$ cat config.mk
export PLATFORM = sky130hd
export DESIGN_NAME = led_pattern_gen_flat
export DESIGN_NICKNAME = d
export VERILOG_FILES = /design/src/rtl/led_pattern_gen_if.sv /design/src/rtl/led_pattern_gen.sv /design/src/flat_wrapper.sv
export SDC_FILE = /design/constraint.sdc
export NUM_CORES = 1
export LEC_CHECK = 0
export CAP_MARGIN = 25
export CORE_MARGIN = 2
export CORE_UTILIZATION = 45
export CTS_CLUSTER_DIAMETER = 30
export DETAILED_ROUTE_END_ITERATION = 10
export GPL_TIMING_DRIVEN = 0
export PLACE_DENSITY = 0.7
export SLEW_MARGIN = 20
export SYNTH_ARGS = -nofsm -noshare
export SYNTH_HDL_FRONTEND = slang
export SYNTH_SLANG_ARGS = --single-unit
$ cat constraint.sdc
create_clock -name CLK -period 3.19 [get_ports CLK]
set_clock_uncertainty 0.1 [all_clocks]
set_input_delay 0.319 -clock CLK [delete_from_list [all_inputs] [get_ports CLK]]
set_output_delay 0.319 -clock CLK [all_outputs]
set_load 0.005 [all_outputs]
$ cat src/rtl/led_pattern_gen_if.sv
// Configuration write port for led_pattern_gen: one valid/ready transfer
// loads the mode and level of a single channel.
interface led_pattern_gen_if #(
    parameter int CHAN_W   = 3,
    parameter int PWM_BITS = 8
);
    logic                CFG_VALID;
    logic                CFG_READY;
    logic [CHAN_W-1:0]   CFG_CHAN;
    logic [1:0]          CFG_MODE;
    logic [PWM_BITS-1:0] CFG_LEVEL;

    modport master (
        output CFG_VALID, CFG_CHAN, CFG_MODE, CFG_LEVEL,
        input  CFG_READY
    );

    modport slave (
        input  CFG_VALID, CFG_CHAN, CFG_MODE, CFG_LEVEL,
        output CFG_READY
    );
endinterface

$ cat src/rtl/led_pattern_gen.sv
// Multi-channel LED driver: per-channel OFF/ON/BLINK/BREATHE modes rendered
// through one shared PWM counter, with a shared prescaled tick timebase.
module led_pattern_gen #(
    parameter int CLK_HZ      = 12000000,
    parameter int TICK_HZ     = 1000,
    parameter int NUM_LEDS    = 5,
    parameter int PWM_BITS    = 8,
    parameter int BLINK_TICKS = 250,
    parameter int RESET_MODE  = 2
) (
    input  logic                CLK,
    input  logic                RST,
    led_pattern_gen_if.slave    cfg,
    output logic                TICK,
    output logic [NUM_LEDS-1:0] LED
);
    localparam int PRESCALE = CLK_HZ / TICK_HZ;
    localparam int PRE_W    = (PRESCALE > 1) ? $clog2(PRESCALE) : 1;
    localparam int BLK_W    = (BLINK_TICKS > 1) ? $clog2(BLINK_TICKS) : 1;

    localparam logic [PWM_BITS-1:0] FULL      = '1;
    localparam logic [1:0]          M_OFF     = 2'd0;
    localparam logic [1:0]          M_ON      = 2'd1;
    localparam logic [1:0]          M_BLINK   = 2'd2;
    localparam logic [1:0]          M_BREATHE = 2'd3;

    logic [PWM_BITS-1:0] pwm_cnt;
    logic [PRE_W-1:0]    prescaler;
    logic [BLK_W-1:0]    blink_cnt;
    logic                blink_phase;
    logic                wr_en;

    logic [1:0]          mode     [NUM_LEDS];
    logic [PWM_BITS-1:0] level    [NUM_LEDS];
    logic [PWM_BITS-1:0] ramp     [NUM_LEDS];
    logic                dir_down [NUM_LEDS];
    logic [PWM_BITS-1:0] duty     [NUM_LEDS];

    // Full-scale duty is forced to a solid 1 so the LED never blinks off for one cycle.
    function automatic logic pwm_bit(input logic [PWM_BITS-1:0] cnt,
                                     input logic [PWM_BITS-1:0] d);
        return (d == FULL) ? 1'b1 : (cnt < d);
    endfunction

    assign wr_en = cfg.CFG_VALID & cfg.CFG_READY;

    // Shared timebase: PWM counter, tick prescaler and blink phase
    always_ff @(posedge CLK) begin
        if (RST) begin
            pwm_cnt       <= '0;
            prescaler     <= '0;
            TICK          <= 1'b0;
            blink_cnt     <= '0;
            blink_phase   <= 1'b1;
            cfg.CFG_READY <= 1'b0;
        end else begin
            pwm_cnt       <= pwm_cnt + 1'b1;
            cfg.CFG_READY <= 1'b1;
            if (prescaler == PRE_W'(PRESCALE - 1)) begin
                prescaler <= '0;
                TICK      <= 1'b1;
            end else begin
                prescaler <= prescaler + 1'b1;
                TICK      <= 1'b0;
            end
            if (TICK) begin
                if (blink_cnt == BLK_W'(BLINK_TICKS - 1)) begin
                    blink_cnt   <= '0;
                    blink_phase <= ~blink_phase;
                end else begin
                    blink_cnt <= blink_cnt + 1'b1;
                end
            end
        end
    end

    // Per-channel state: a write on a tick edge overrides the breathe step
    always_ff @(posedge CLK) begin
        for (int i = 0; i < NUM_LEDS; i++) begin
            if (RST) begin
                mode[i]     <= 2'(RESET_MODE);
                level[i]    <= FULL;
                ramp[i]     <= '0;
                dir_down[i] <= 1'b0;
            end else begin
                if (TICK) begin
                    if (!dir_down[i]) begin
                        if (ramp[i] >= level[i]) dir_down[i] <= 1'b1;
                        else                     ramp[i]     <= ramp[i] + 1'b1;
                    end else begin
                        if (ramp[i] == '0) dir_down[i] <= 1'b0;
                        else               ramp[i]     <= ramp[i] - 1'b1;
                    end
                end
                if (wr_en && (int'(cfg.CFG_CHAN) == i)) begin
                    mode[i]  <= cfg.CFG_MODE;
                    level[i] <= cfg.CFG_LEVEL;
                    if (cfg.CFG_MODE == M_BREATHE) begin
                        ramp[i]     <= '0;
                        dir_down[i] <= 1'b0;
                    end
                end
            end
        end
    end

    always_comb begin
        for (int i = 0; i < NUM_LEDS; i++) begin
            duty[i] = '0;
            case (mode[i])
                M_OFF:     duty[i] = '0;
                M_ON:      duty[i] = level[i];
                M_BLINK:   duty[i] = blink_phase ? level[i] : '0;
                M_BREATHE: duty[i] = ramp[i];
                default:   duty[i] = '0;
            endcase
        end
    end

    // Registered PWM output stage
    always_ff @(posedge CLK) begin
        if (RST) begin
            LED <= '0;
        end else begin
            for (int i = 0; i < NUM_LEDS; i++) LED[i] <= pwm_bit(pwm_cnt, duty[i]);
        end
    end
endmodule

$ cat src/flat_wrapper.sv
// flat-port wrapper written by rule: the top's interface ports become plain ports
module led_pattern_gen_flat 
#(
    parameter int CLK_HZ      = 12000000,
    parameter int TICK_HZ     = 1000,
    parameter int NUM_LEDS    = 5,
    parameter int PWM_BITS    = 8,
    parameter int BLINK_TICKS = 250,
    parameter int RESET_MODE  = 2
)
  (CLK, RST, TICK, LED, cfg_CFG_VALID, cfg_CFG_CHAN, cfg_CFG_MODE, cfg_CFG_LEVEL, cfg_CFG_READY);
  led_pattern_gen_if #(.CHAN_W((2)), .PWM_BITS(PWM_BITS)) cfg_i ();
  input  logic CLK;
  input  logic RST;
  output logic TICK;
  output logic [NUM_LEDS-1:0] LED;
  input wire logic [$bits(cfg_i.CFG_VALID)-1:0] cfg_CFG_VALID;
  input wire logic [$bits(cfg_i.CFG_CHAN)-1:0] cfg_CFG_CHAN;
  input wire logic [$bits(cfg_i.CFG_MODE)-1:0] cfg_CFG_MODE;
  input wire logic [$bits(cfg_i.CFG_LEVEL)-1:0] cfg_CFG_LEVEL;
  output wire logic [$bits(cfg_i.CFG_READY)-1:0] cfg_CFG_READY;
  assign cfg_i.CFG_VALID = cfg_CFG_VALID;
  assign cfg_i.CFG_CHAN = cfg_CFG_CHAN;
  assign cfg_i.CFG_MODE = cfg_CFG_MODE;
  assign cfg_i.CFG_LEVEL = cfg_CFG_LEVEL;
  assign cfg_CFG_READY = cfg_i.CFG_READY;
  led_pattern_gen #(.CLK_HZ(CLK_HZ), .TICK_HZ(TICK_HZ), .NUM_LEDS(NUM_LEDS), .PWM_BITS(PWM_BITS), .BLINK_TICKS(BLINK_TICKS), .RESET_MODE(RESET_MODE)) u_core (.CLK(CLK), .RST(RST), .cfg(cfg_i), .TICK(TICK), .LED(LED));
endmodule
==> report_table.html <==
<table>
<tr><th>Metric</th><th>Value</th></tr>
<tr><th colspan="2">Run status</th></tr>
<tr><td>Outcome</td><td>finished clean</td></tr>
<tr><th colspan="2">Timing</th></tr>
<tr><td>Number of max-slew violations in the final report</td><td>0</td></tr>
<tr><td>Share of the clock period used by the worst path after layout</td><td>between 80% and 90%</td></tr>
<tr><td>Final setup violating endpoints</td><td>0</td></tr>
<tr><td>Slew @ Worst Pin</td><td>0.961 ns</td></tr>
<tr><td>Worst slew margin relative to its limit</td><td>between 30% and 40%</td></tr>
<tr><td>Setup repair after global routing missed its margin</td><td>no</td></tr>
<tr><td>Fmax</td><td>359 MHz</td></tr>
<tr><td>Final Hold Viols</td><td>0</td></tr>
<tr><td>Final setup TNS</td><td>0 ns</td></tr>
<tr><td>Final worst path period need</td><td>2.79 ns</td></tr>
<tr><th colspan="2">Critical path</th></tr>
<tr><td>Launching point of the worst reg2reg path</td><td>u_core.blink_phase$_SDFFE_PP1P_</td></tr>
<tr><td>Start point of the critical path</td><td>u_core.blink_phase$_SDFFE_PP1P_</td></tr>
<tr><td>Required time at the worst-slack endpoint</td><td>roughly 3.4 ns</td></tr>
<tr><td>WS Path Type</td><td>reg -&gt; reg</td></tr>
<tr><td>Count of cell instances traversed by the critical path</td><td>8</td></tr>
<tr><td>Highest cell delay on the worst timing path</td><td>around 0.52 ns</td></tr>
<tr><td>Destination of the critical timing path</td><td>u_core.LED[3]$_SDFF_PP0_</td></tr>
<tr><td>Highest net fanout along the worst path</td><td>6</td></tr>
<tr><td>Sequence of cells on the critical path</td><td>nor2b_1, a22o_1, a21oi_1, ha_1, a2111oi_0, a211oi_1, a221o_1, a21oi_1</td></tr>
<tr><td>Cell type with the highest occurrence count on the critical path</td><td>sky130_fd_sc_hd__a21oi_1</td></tr>
<tr><td>Worst setup SP type</td><td>flip-flop</td></tr>
<tr><td>Family with the most delay on the worst path</td><td>compound AO/OA/AOI/OAI gates</td></tr>
<tr><td>Reg2reg setup slack</td><td>approximately 0.4 ns</td></tr>
<tr><td>Worst Setup End Kind</td><td>flip-flop</td></tr>
<tr><td>Destination of the worst register-to-register timing path</td><td>u_core.LED[3]$_SDFF_PP0_</td></tr>
<tr><td>CP Buf/Inv Count</td><td>0</td></tr>
<tr><td>Slowest library cell on the worst path</td><td>sky130_fd_sc_hd__a2111oi_0</td></tr>
<tr><td>Critical path data arrival time</td><td>slightly above 3 ns</td></tr>
<tr><td>Depth of the worst register-to-register path</td><td>8</td></tr>
<tr><th colspan="2">Placement</th></tr>
<tr><td>Detailed Place HPWL</td><td>~15 mm</td></tr>
<tr><td>Number of port buffers</td><td>21</td></tr>
<tr><td>Gpl congestion</td><td>0.884</td></tr>
<tr><th colspan="2">Synth</th></tr>
<tr><td>Library cell occupying the most area in the post-synthesis netlist</td><td>sky130_fd_sc_hd__edfxtp_1</td></tr>
<tr><td>Share of the synthesized area in the top cell type</td><td>approximately 27%</td></tr>
<tr><td>EDFF count, synth</td><td>76</td></tr>
<tr><td>Area contributors post-synth</td><td>sky130_fd_sc_hd__edfxtp_1 (27%), sky130_fd_sc_hd__ha_1 (12%), sky130_fd_sc_hd__dfxtp_1 (9.1%)</td></tr>
<tr><td>Syn Nets</td><td>~1000</td></tr>
<tr><td>Share of synthesized flip-flops with an asynchronous set or reset</td><td>0%</td></tr>
<tr><td>Post-synth design cell area</td><td>8390 sq um</td></tr>
<tr><td>Top flip-flop cell by instance count after synthesis</td><td>sky130_fd_sc_hd__edfxtp_1</td></tr>
<tr><td>Post-synthesis compound-gate area fraction</td><td>a little under a fifth</td></tr>
<tr><td>Instance count of the mapped netlist</td><td>913</td></tr>
<tr><td>Cell variety after synth</td><td>72</td></tr>
<tr><td>Sequential cell area fraction in the yosys report</td><td>about 36%</td></tr>
<tr><td>Number of flip-flops and latches in the synthesized netlist</td><td>roughly 110</td></tr>
<tr><td>Xor-xnor portion of the synthesized cell area</td><td>under 10%</td></tr>
<tr><td>Simple-gate portion of the synthesized area</td><td>between 20% and 30%</td></tr>
<tr><td>Main combinational cell family by area after synthesis</td><td>simple AND/OR/NAND/NOR gates</td></tr>
<tr><td>Count of yosys warnings during synthesis</td><td>0</td></tr>
<tr><td>Portion of netlist area occupied by mux cells</td><td>less than 1%</td></tr>
<tr><td>Post-synthesis share of cell area spent on full adders, half adders and majority gates</td><td>roughly an eighth</td></tr>
<tr><td>Average cell area after synthesis</td><td>9.19 sq um</td></tr>
<tr><th colspan="2">Worst hold path</th></tr>
<tr><td>Worst hold-check path type</td><td>reg -&gt; reg</td></tr>
<tr><td>Hold Crit Start</td><td>u_core.prescaler[0]$_SDFF_PP0_</td></tr>
<tr><th colspan="2">Floorplan</th></tr>
<tr><td>Die Height</td><td>about 140 um</td></tr>
<tr><td>Area enclosed by the die boundary</td><td>19700 sq um</td></tr>
<tr><td>Area inside the core boundary</td><td>~18000 sq um</td></tr>
<tr><td>Initial core utilization</td><td>between 40% and 50%</td></tr>
<tr><td>IO Count</td><td>22</td></tr>
<tr><td>Die X-Extent</td><td>about 140 um</td></tr>
<tr><td>Count of standard-cell rows</td><td>49</td></tr>
<tr><th colspan="2">Clock tree</th></tr>
<tr><td>Maximum level of the CTS H-tree</td><td>4</td></tr>
<tr><td>Later-pin clock latency in the skew report</td><td>0.42 ns</td></tr>
<tr><td>TritonCTS clock tree</td><td>done</td></tr>
<tr><td>Clock sinks</td><td>about 110</td></tr>
<tr><td>CTS clk-pin slew, worst paths</td><td>about 0.06 ns</td></tr>
<tr><td>Inserted Clock Buffers</td><td>17</td></tr>
<tr><td>Buffers inserted during post-CTS setup optimization</td><td>0</td></tr>
<tr><td>Longest Clk Path Bufs</td><td>2</td></tr>
<tr><td>CTS Root Buffer Type</td><td>sky130_fd_sc_hd__clkbuf_16</td></tr>
<tr><td>Post_cts resized</td><td>0</td></tr>
<tr><td>Hold bufs inserted after CTS</td><td>0</td></tr>
<tr><th colspan="2">Cells and area</th></tr>
<tr><td>Layout overhead on the synthesized area</td><td>13.4%</td></tr>
<tr><td>Core occupancy in the finished layout</td><td>a little over half</td></tr>
<tr><td>Final Net Count</td><td>between 1000 and 1500</td></tr>
<tr><td>Area used by multi-input combinational logic</td><td>4910 sq um</td></tr>
<tr><td>Share of layout cells above drive strength 1</td><td>under 10%</td></tr>
<tr><td>Final antenna diode count</td><td>0</td></tr>
<tr><td>Sequential standard cell area</td><td>3040 sq um</td></tr>
<tr><td>FILL cells</td><td>between 1500 and 2000</td></tr>
<tr><th colspan="2">Flow run</th></tr>
<tr><td>Max capacitance violation total</td><td>0</td></tr>
<tr><th colspan="2">Detailed routing</th></tr>
<tr><td>Count of routing violations after the opening detailed-route iteration</td><td>between 700 and 800</td></tr>
<tr><td>DRC violation count after routing</td><td>0</td></tr>
<tr><td>Total via count after detailed routing</td><td>between 7000 and 8000</td></tr>
<tr><td>DRT antenna net count</td><td>0</td></tr>
<tr><td>Drt wl/cell</td><td>roughly 18 um</td></tr>
<tr><td>Number of optimization iterations in the first detailed-route pass</td><td>6</td></tr>
<tr><td>Total Wirelength</td><td>21.2 mm</td></tr>
<tr><td>DR vias/cell</td><td>slightly above 6</td></tr>
<tr><th colspan="2">Pwr</th></tr>
<tr><td>Worst supply voltage drop on vdd</td><td>~0.4 mV</td></tr>
<tr><td>Part of the power in the clock network</td><td>roughly 49%</td></tr>
<tr><td>Fraction of power spent switching nets</td><td>26.3%</td></tr>
<tr><td>Leakage</td><td>approximately 3.9 nW</td></tr>
<tr><td>Switching power</td><td>between 1 and 1.5 mW</td></tr>
<tr><td>Sequential cell fraction of total power</td><td>between 40% and 50%</td></tr>
<tr><td>Total power per unit cell area</td><td>432 nW/um^2</td></tr>
<tr><td>Part of the power in combinational logic</td><td>10.0%</td></tr>
<tr><td>Cell Int Power</td><td>slightly above 3 mW</td></tr>
<tr><td>Overall Power</td><td>approximately 4 mW</td></tr>
<tr><th colspan="2">Global route</th></tr>
<tr><td>Via count of the first global-routing pass</td><td>approximately 6600</td></tr>
<tr><td>Largest net degree at the start of global routing</td><td>17</td></tr>
<tr><td>Antenna violations before repair</td><td>0</td></tr>
<tr><td>GRT Util Overall</td><td>around 22%</td></tr>
<tr><td>Global-route wire length before repair</td><td>~34 mm</td></tr>
<tr><td>Remaining global-route overflow</td><td>0</td></tr>
</table>
worst min-delay path by stage:
stage / end / depth (start not counted)
after global routing: u_core.prescaler[0]$_SDFF_PP0_ / 1
after detailed placement: u_core.prescaler[0]$_SDFF_PP0_ / 1
after global placement: u_core.prescaler[0]$_SDFF_PP0_ / 1
after floorplan: u_core.prescaler[0]$_SDFF_PP0_ / 1
final: u_core.prescaler[0]$_SDFF_PP0_ / 1
after CTS: u_core.prescaler[0]$_SDFF_PP0_ / 1
placed cells by master (no fill, tap or decap), drive strengths merged, types with 34 or more instances in the layout:
master	instances
clkbuf	57
nor2	69
inv	64
ha	83
dfxtp	38
or3	43
edfxtp	76
nand2	48
nand3	40
a21oi	35
and3	34
worst reg2reg max path, stage by stage (launching register included):
cell and delay [ns]:
sky130_fd_sc_hd__dfxtp_1 0.50, sky130_fd_sc_hd__nor2b_1 0.39, sky130_fd_sc_hd__a22o_1 0.19, sky130_fd_sc_hd__a21oi_1 0.09, sky130_fd_sc_hd__ha_1 0.31, sky130_fd_sc_hd__a2111oi_0 0.52
sky130_fd_sc_hd__a211oi_1 0.10, sky130_fd_sc_hd__a221o_1 0.37, sky130_fd_sc_hd__a21oi_1 0.14
per-stage QoR:
stage          hold WS, ns  instances  instance area (sq um)  setup slack (ns)
3_5_place_dp         0.336       1163                   8880             0.224
2_1_floorplan        0.313        913                   8390             0.765
3_3_place_gp         0.322       1163                   8880             0.206
5_1_grt              0.381       1195                   9510             0.160
6_report             0.349       1195                   9510             0.403
4_1_cts              0.350       1195                   9510             0.392
power groups by stage:
stage	clock [mW]	sequential, mW	combinational, mW
after floorplan	0	1.70	0.284
final	2.01	1.69	0.412
after detailed placement	0	1.72	0.404
after global placement	0	1.72	0.395
after global routing	2.10	1.70	0.463
after CTS	2.02	1.69	0.409
sequential cells by signal (all words and copies together) (netlist names):
register / cells
u_core.LED: 5
u_core.TICK: 1
u_core.blink_cnt: 8
u_core.blink_phase: 1
u_core.cfg.CFG_READY: 1
u_core.dir_down: 4
u_core.level: 32
u_core.mode: 8
u_core.prescaler: 14
u_core.pwm_cnt: 8
u_core.ramp: 32
metal layers:
layer	share of wire, %	global-route usage, %	vias to the layer above
li1	-	-	3566
met1	46	30.6	3451
met4	2.3	7.63	0
met2	45	33.7	246
met3	6.6	4.03	42
met5	0	0	-
cell usage after synthesis (all sizes together), types with 24 or more instances:
cell type / count
nand2: 48
dfxtp: 38
or3: 43
ha: 83
edfxtp: 76
nor2: 69
and3: 34
inv: 57
nor3: 24
a21o: 25
nand3: 40
clkbuf: 37
a21oi: 35
final cells by class:
type                       count  area share (%)
clock buffer                  20            5.26
tap                          229            3.01
multi-input combinational    692            51.6
clock inverter                12            1.34
sequential                   114            32.0
inverter                      57            2.25
buffer                        50            2.34
timing repair buffer          21            2.21
cell families (layout without fill, tap and decap cells):
kind of cell               Yosys count  count (layout)
DFF                                114             114
buffers and inverters              107             160
muxes                                4               4
adders and majority gates           83              83
AOI/OAI and AO/OA                  212             212
xor gates and xnor gates            30              30
and+or+nand+nor                    363             363
Power figures use the tool's default switching activity.
